--- src/rtl/alu181_reg.sv ---
// alu181_reg: 4-bit 74181-compatible ALU with every output registered on clk_i.
module alu181_reg (
    input  logic       clk_i,
    input  logic       rst_i,
    input  logic       mode_control_i,
    input  logic [3:0] select_input_i,
    input  logic [3:0] operand_a_i,
    input  logic [3:0] operand_b_i,
    input  logic       carry_input_i,
    output logic [3:0] function_output_o,
    output logic       generate_output_o,
    output logic       propagate_output_o,
    output logic       carry_output_o,
    output logic       cmp_output_o
);
    logic [3:0] u, v, f;
    logic [4:0] sum;
    logic       gint, pint;
    assign u = operand_a_i | (operand_b_i & {4{select_input_i[0]}}) | (~operand_b_i & {4{select_input_i[1]}});
    assign v = (operand_a_i & operand_b_i & {4{select_input_i[3]}}) | (operand_a_i & ~operand_b_i & {4{select_input_i[2]}});
    assign sum = {1'b0, u} + {1'b0, v} + {4'b0, ~carry_input_i};
    // V implies U bitwise, so V is the per-bit generate and U the per-bit propagate
    assign gint = v[3] | (u[3] & v[2]) | (u[3] & u[2] & v[1]) | (u[3] & u[2] & u[1] & v[0]);
    assign pint = &u;
    assign f = mode_control_i ? ~(u ^ v) : sum[3:0];
    always_ff @(posedge clk_i) begin
        if (rst_i) begin
            function_output_o  <= 4'h0;
            generate_output_o  <= 1'b1;
            propagate_output_o <= 1'b1;
            carry_output_o     <= 1'b1;
            cmp_output_o       <= 1'b0;
        end else begin
            function_output_o  <= f;
            generate_output_o  <= ~gint;
            propagate_output_o <= ~pint;
            carry_output_o     <= ~(gint | (pint & ~carry_input_i));
            cmp_output_o       <= &f;
        end
    end
endmodule

--- config.mk ---
export PLATFORM = sky130hd
export DESIGN_NAME = alu181_reg
export DESIGN_NICKNAME = d
export VERILOG_FILES = /design/src/rtl/alu181_reg.sv
export SDC_FILE = /design/constraint.sdc
export NUM_CORES = 1
export LEC_CHECK = 0
export CORE_MARGIN = 2
export CORE_UTILIZATION = 35
export DETAILED_ROUTE_END_ITERATION = 8
export GPL_TIMING_DRIVEN = 1
export HOLD_SLACK_MARGIN = 0.12
export PLACE_DENSITY = 0.68
export SLEW_MARGIN = 20
export SYNTH_ARGS = -nofsm -noshare
export SYNTH_HDL_FRONTEND = slang
export SYNTH_SLANG_ARGS = --single-unit
--- constraint.sdc ---
create_clock -name clk_i -period 3.8 [get_ports clk_i]
set_clock_uncertainty 0.15 [all_clocks]
set_input_delay 0.76 -clock clk_i [delete_from_list [all_inputs] [get_ports clk_i]]
set_output_delay 0.76 -clock clk_i [all_outputs]
set_load 0.1 [all_outputs]
==> qor.csv, run 1 <==
metric;value;unit
Detailed Route WL;1130;µm
Max Transition Viols Final;0;
Flop pwr share;30.2;%
root buffer cell;clkbuf_4;
met3 usage;3.67;%
Die X;44.1;µm
Tmin final;3.07;ns
vias in the first global route;448;
switching part of the total;41.5;%
TritonCTS clock tree;built;
Mean Syn Cell Area;9.71;µm²
largest net degree at the start of global routing;8;
cts bufs inserted;3;
hold_buf cts;0;
final hold viol count;0;
WP data arrival;3.09;ns
Die Height;44.1;µm
Req. time, crit path;3.82;ns
cells after synthesis;58;
net switching power;0.130;mW
fin area;836;µm²
met1 Use GR;16.6;%
class of the worst hold path;in2reg;
DRC Markers;0;
crit-path most repeated cell;fa_1;
fin crit share;80.7;%
post-CTS setup buffer count;0;
DP Worst Slack;0.443;ns
Internal;0.183;mW
Worst-path clk slew;0.05;ns
leading area contributor after synthesis;dfxtp_1;
RSZ-0062 raised after global routing;no;
crit end category;register;
final setup violation count;0;
post-synthesis register bit count;8;
layout cells sized above 1;9.52;%
Ant. Diodes;0;
Slew HR;35.0;%
Initial Util;37.4;%
Ys Warns;0;
Area after DPL;813;µm²
Hold WS;1.08;ns
critical path cell sequence;clkdlybuf4s50_1 > nor2b_1 > a211o_1 > fa_1 > fa_1 > o21a_1 > nor3_1 > nor3b_1;
Pwr Density;374;nW/µm²
crit path kind;in2reg;
VDD IR max;0.210;mV
per-cell routed wire length;11.3;µm
setup ws final;0.733;ns
routability cong.;0.706;
Mapped Area;563;µm²
DR vias;477;
Max Buffers Root-to-Sink;2;
worst slew pin tran;0.972;ns
IO Port Bufs;23;
most frequent cells in the layout;23 x clkdlybuf4s50_1, 8 x dfxtp_1, 6 x nor2_1;
CP startpoint kind;input pin;
sequential share of the synthesized area;28.4;%
fmax;326;MHz
Sum Neg Setup Slack;0;ns
core area;1510;µm²
# H-tree levels;1;
CP max stage delay;0.46;ns
max cap viols;0;
Post-Syn Nets;79;
cell row count;14;
post-CTS sizing;0;
Final HPWL DP;986;µm
top post-synthesis cells by area;dfxtp_1 28%, mux2i_1 8.9%, fa_1 7.1%;
CP max stage cell;clkdlybuf4s50_1;
grt total ovfl;0;
most common cell after layout, fill and taps aside;clkdlybuf4s50_1;
initial antenna violation count;0;
clock power share;19.9;%
Num Clock Sinks;8;
P&R area growth vs syn;48.4;%
overall power;0.313;mW
FILL cells;135;
synth unique cells;22;
Synth top area share;28.4;%
CP max FO;4;
die area;1950;µm²
Detailed Routing Iterations Pass 1;3;
Tot GR Track Use;13.3;%
global-route wire length before repair;1900;µm
most used routing layer;met2;
GR Util met2;22.4;%
status;finished clean;
vias per cell;4.77;
IO Count;24;
nets@finish;107;
Iter 0 DRT Violations;3;
combinational power share;49.9;%
Pleak;0.346;nW
Antenna Violating Nets Remaining;0;
==> cells in the mapped netlist, drive strengths merged <==
cell type / count
ha: 3
nor3b: 1
nor2: 6
mux2: 3
fa: 2
a211o: 2
nand2b: 2
inv: 5
xnor2: 1
a211oi: 3
a21o: 2
a2bb2oi: 1
a2111oi: 1
dfxtp: 8
nor2b: 4
a21oi: 4
nor3: 2
o21a: 1
nand2: 2
mux2i: 5
==> worst paths after layout <==
check / depth (start not counted) / end / startpoint
min: 4 / carry_output_o / carry_input_i
max: 8 / cmp_output_o / select_input_i[1]
==> power groups by stage <==
stage,combinational [mW],sequential [mW],clock [mW]
after floorplan,0.0473,0.161,0
after global routing,0.167,0.0951,0.0703
after global placement,0.156,0.0964,0
final,0.156,0.0946,0.0623
after CTS,0.157,0.0946,0.0665
after detailed placement,0.157,0.0964,0
==> per-stage QoR <==
step	utilization, %	std cells
2_1_floorplan	-	58
3_3_place_gp	54.0	97
3_5_place_dp	54.0	97
4_1_cts	55.5	100
5_1_grt	55.5	100
6_report	55.5	100
==> layer usage <==
layer  wire [µm]  vias to the layer above
met5           0                        -
met4           0                        0
met3          32                        0
met2         552                        8
met1         547                      211
li1            -                      258
==> state kept, by name, indices dropped and copies added, names as in the netlist <==
| name | flops |
|---|---|
| generate_output_o | 1 |
| carry_output_o | 1 |
| cmp_output_o | 1 |
| function_output_o | 4 |
| propagate_output_o | 1 |
==> critical path: cells and delay by family <==
kind	cells	cell delay, ns
buf+inv	1	0.46
compound gates	2	0.47
fa+ha+maj	2	0.85
simple gates	3	0.54
==> area by class of cell <==
class	instances	area, µm²	share of cell area (%)
clock buffer	3	22.5	2.69
sequential	8	160	19.2
multi-input combinational	45	384	46.0
inverter	5	18.8	2.25
tap	16	20.0	2.40
timing repair buffer	23	230	27.5
==> cell families (layout without fill, tap and decap cells) <==
kind of cell               Yosys count  in the layout  share of synthesized area, %
DFF                                  8              8                          28.4
muxes                                8              8                          14.9
and+or+nand+nor                     17             17                          15.1
buffers and inverters                5             31                          3.33
xor gates and xnor gates             1              1                          1.56
AOI/OAI and AO/OA                   14             14                          22.9
adders and majority gates            5              5                          13.8
No activity file was read; power rests on OpenSTA's default activity.
==> run 2: changes to the inputs <==
--- a/config.mk
+++ b/config.mk
@@ -10,7 +10,7 @@
 export DETAILED_ROUTE_END_ITERATION = 8
 export GPL_TIMING_DRIVEN = 1
 export HOLD_SLACK_MARGIN = 0.12
-export PLACE_DENSITY = 0.68
+export PLACE_DENSITY = 0.71
 export SLEW_MARGIN = 20
 export SYNTH_ARGS = -nofsm -noshare
 export SYNTH_HDL_FRONTEND = slang
==> constraint.sdc (replaced) <==
create_clock -name clk_i -period 2.8 [get_ports clk_i]
set_clock_uncertainty 0.15 [all_clocks]
set_input_delay 0.56 -clock clk_i [delete_from_list [all_inputs] [get_ports clk_i]]
set_output_delay 0.56 -clock clk_i [all_outputs]
set_load 0.1 [all_outputs]
==> run 2 against run 1 <==
Hold slack got worse by 0.17 ns. Total power rose by 40%. Non-clock buffer count rose by 8. Worst setup slack got worse by 0.59 ns. Clock-buffer cell count did not move. Final area rose by 6.9%. First-iteration DRC count rose by 67%. Critical path depth rose by 1. Via count rose by 11%. Sequential share of layout area fell by 1.2 points. Die area did not move. Critical endpoint unchanged. Largest cell class unchanged. Largest power group unchanged.
==> qor.csv, run 2 (synthesis results as in run 1) <==
metric;value;unit
status;finished clean;
P&R area growth vs syn;58.7;%
WP data arrival;2.69;ns
grt total ovfl;0;
CP startpoint kind;input pin;
Tmin final;2.66;ns
Req. time, crit path;2.83;ns
Num Clock Sinks;8;
fmax;376;MHz
max cap viols;0;
# H-tree levels;1;
per-cell routed wire length;11.6;µm
cell row count;14;
root buffer cell;clkbuf_4;
Max Transition Viols Final;0;
nets@finish;115;
vias per cell;4.91;
hold depth;2;
initial antenna violation count;0;
final cell count without fillers;108;
Ant. Diodes;0;
Placed Instances;105;
fin crit share;94.9;%
Final HPWL DP;1090;µm
buffers and inverters on the worst path;2;
Flop pwr share;29.3;%
RSZ-0062 raised after global routing;no;
Pleak;0.396;nW
largest net degree at the start of global routing;8;
class of the worst hold path;in2reg;
Die X;44.1;µm
switching part of the total;41.9;%
TritonCTS clock tree;built;
core area;1510;µm²
Detailed Routing Iterations Pass 1;4;
final setup violation count;0;
routability cong.;0.754;
setup ws final;0.143;ns
crit path kind;in2reg;
DRC Markers;0;
DP Worst Slack;-0.294;ns
layout cells sized above 1;30.4;%
critical path cell sequence;clkdlybuf4s50_1 > nor2b_1 > a211o_1 > fa_2 > fa_1 > inv_1 > nor2_1 > a21oi_1 > nor3b_2;
Internal;0.255;mW
critical path depth;9;
CP max stage delay;0.48;ns
Max Buffers Root-to-Sink;2;
IO Port Bufs;23;
Initial Util;37.4;%
Antenna Violating Nets Remaining;0;
Pwr Density;492;nW/µm²
most frequent cells in the layout;16 x buf_4, 15 x clkdlybuf4s50_1, 8 x dfxtp_1;
CP top delay family;adder cells;
vias in the first global route;524;
die area;1950;µm²
combinational power share;51.0;%
FILL cells;144;
Finished Core Util;59.3;%
Die Height;44.1;µm
net switching power;0.184;mW
cts bufs inserted;3;
DR vias;530;
Detailed Route WL;1260;µm
overall power;0.439;mW
Iter 0 DRT Violations;5;
Tot GR Track Use;15.1;%
VDD IR max;0.281;mV
IO Count;24;
global-route wire length before repair;2140;µm
most common cell after layout, fill and taps aside;buf_4;
Largest register FFs;4;
worst slew pin tran;0.364;ns
hold_buf cts;0;
clock power share;19.7;%
Slew HR;75.7;%
crit end category;register;
final hold viol count;0;
Sum Neg Setup Slack;0;ns
CP max FO;4;
Biggest register;function_output_o;
CP max stage cell;fa_1;
Worst-path clk slew;0.05;ns
run 2: changes by cell type in the layout (fill, tap and decap cells not counted), sizes merged:
cell and delta:
buf +16, clkdlybuf4s50 -8
run 2: metal layers:
metal  part of all wire (%)  track usage [%]  routed length (µm)
met1                     42             16.4                 528
met2                     54             27.9                 679
met3                    3.8             3.67                  48
met4                      0             5.45                   0
met5                      0                0                   0
run 2: metrics by stage:
step / area [µm²] / hold slack [ns]
detailed placement: 853 / 0.905
global placement: 853 / 0.905
global route: 893 / 0.937
CTS: 881 / 0.903
floorplan: 563 / 0.479
finish: 893 / 0.908
run 2: cell type report:
type / count / area, µm² / share of cell area (%)
Multi-Input combinational cell: 45 / 402 / 45.0
Timing Repair Buffer: 31 / 270 / 30.3
Sequential cell: 8 / 160 / 17.9
Clock buffer: 3 / 22.5 / 2.52
Tap cell: 16 / 20.0 / 2.24
Inverter: 5 / 18.8 / 2.10
run 2: final timing paths:
| kind | start | end | slack [ns] |
|---|---|---|---|
| setup / recovery | select_input_i[1] | cmp_output_o | 0.14 |
| hold / removal | rst_i | function_output_o[1] | 0.91 |
run 2: power by group through the flow:
| stage | clock network, mW | logic, mW | registers (mW) |
|---|---|---|---|
| 2_1_floorplan | 0 | 0.0642 | 0.218 |
| 3_3_place_gp | 0 | 0.219 | 0.131 |
| 3_5_place_dp | 0 | 0.221 | 0.131 |
| 4_1_cts | 0.0897 | 0.223 | 0.129 |
| 5_1_grt | 0.0943 | 0.239 | 0.130 |
| 6_report | 0.0864 | 0.224 | 0.129 |
run 2: repair_timing:
action                                  4_1_cts  5_1_grt
buffers inserted                              0        0
hold endpoints to repair                      0        0
gates resized for setup                       1        3
endpoints found under the setup margin        1        1
pin swaps                                     0        0
==> run 3: changes to the inputs <==
--- a/config.mk
+++ b/config.mk
@@ -9,7 +9,6 @@
 export CORE_UTILIZATION = 35
 export DETAILED_ROUTE_END_ITERATION = 8
 export GPL_TIMING_DRIVEN = 1
-export HOLD_SLACK_MARGIN = 0.12
 export PLACE_DENSITY = 0.71
 export SLEW_MARGIN = 20
 export SYNTH_ARGS = -nofsm -noshare
==> results of run 3 <==
Same layout as run 2: the final DEF is identical, and so are final timing and power.
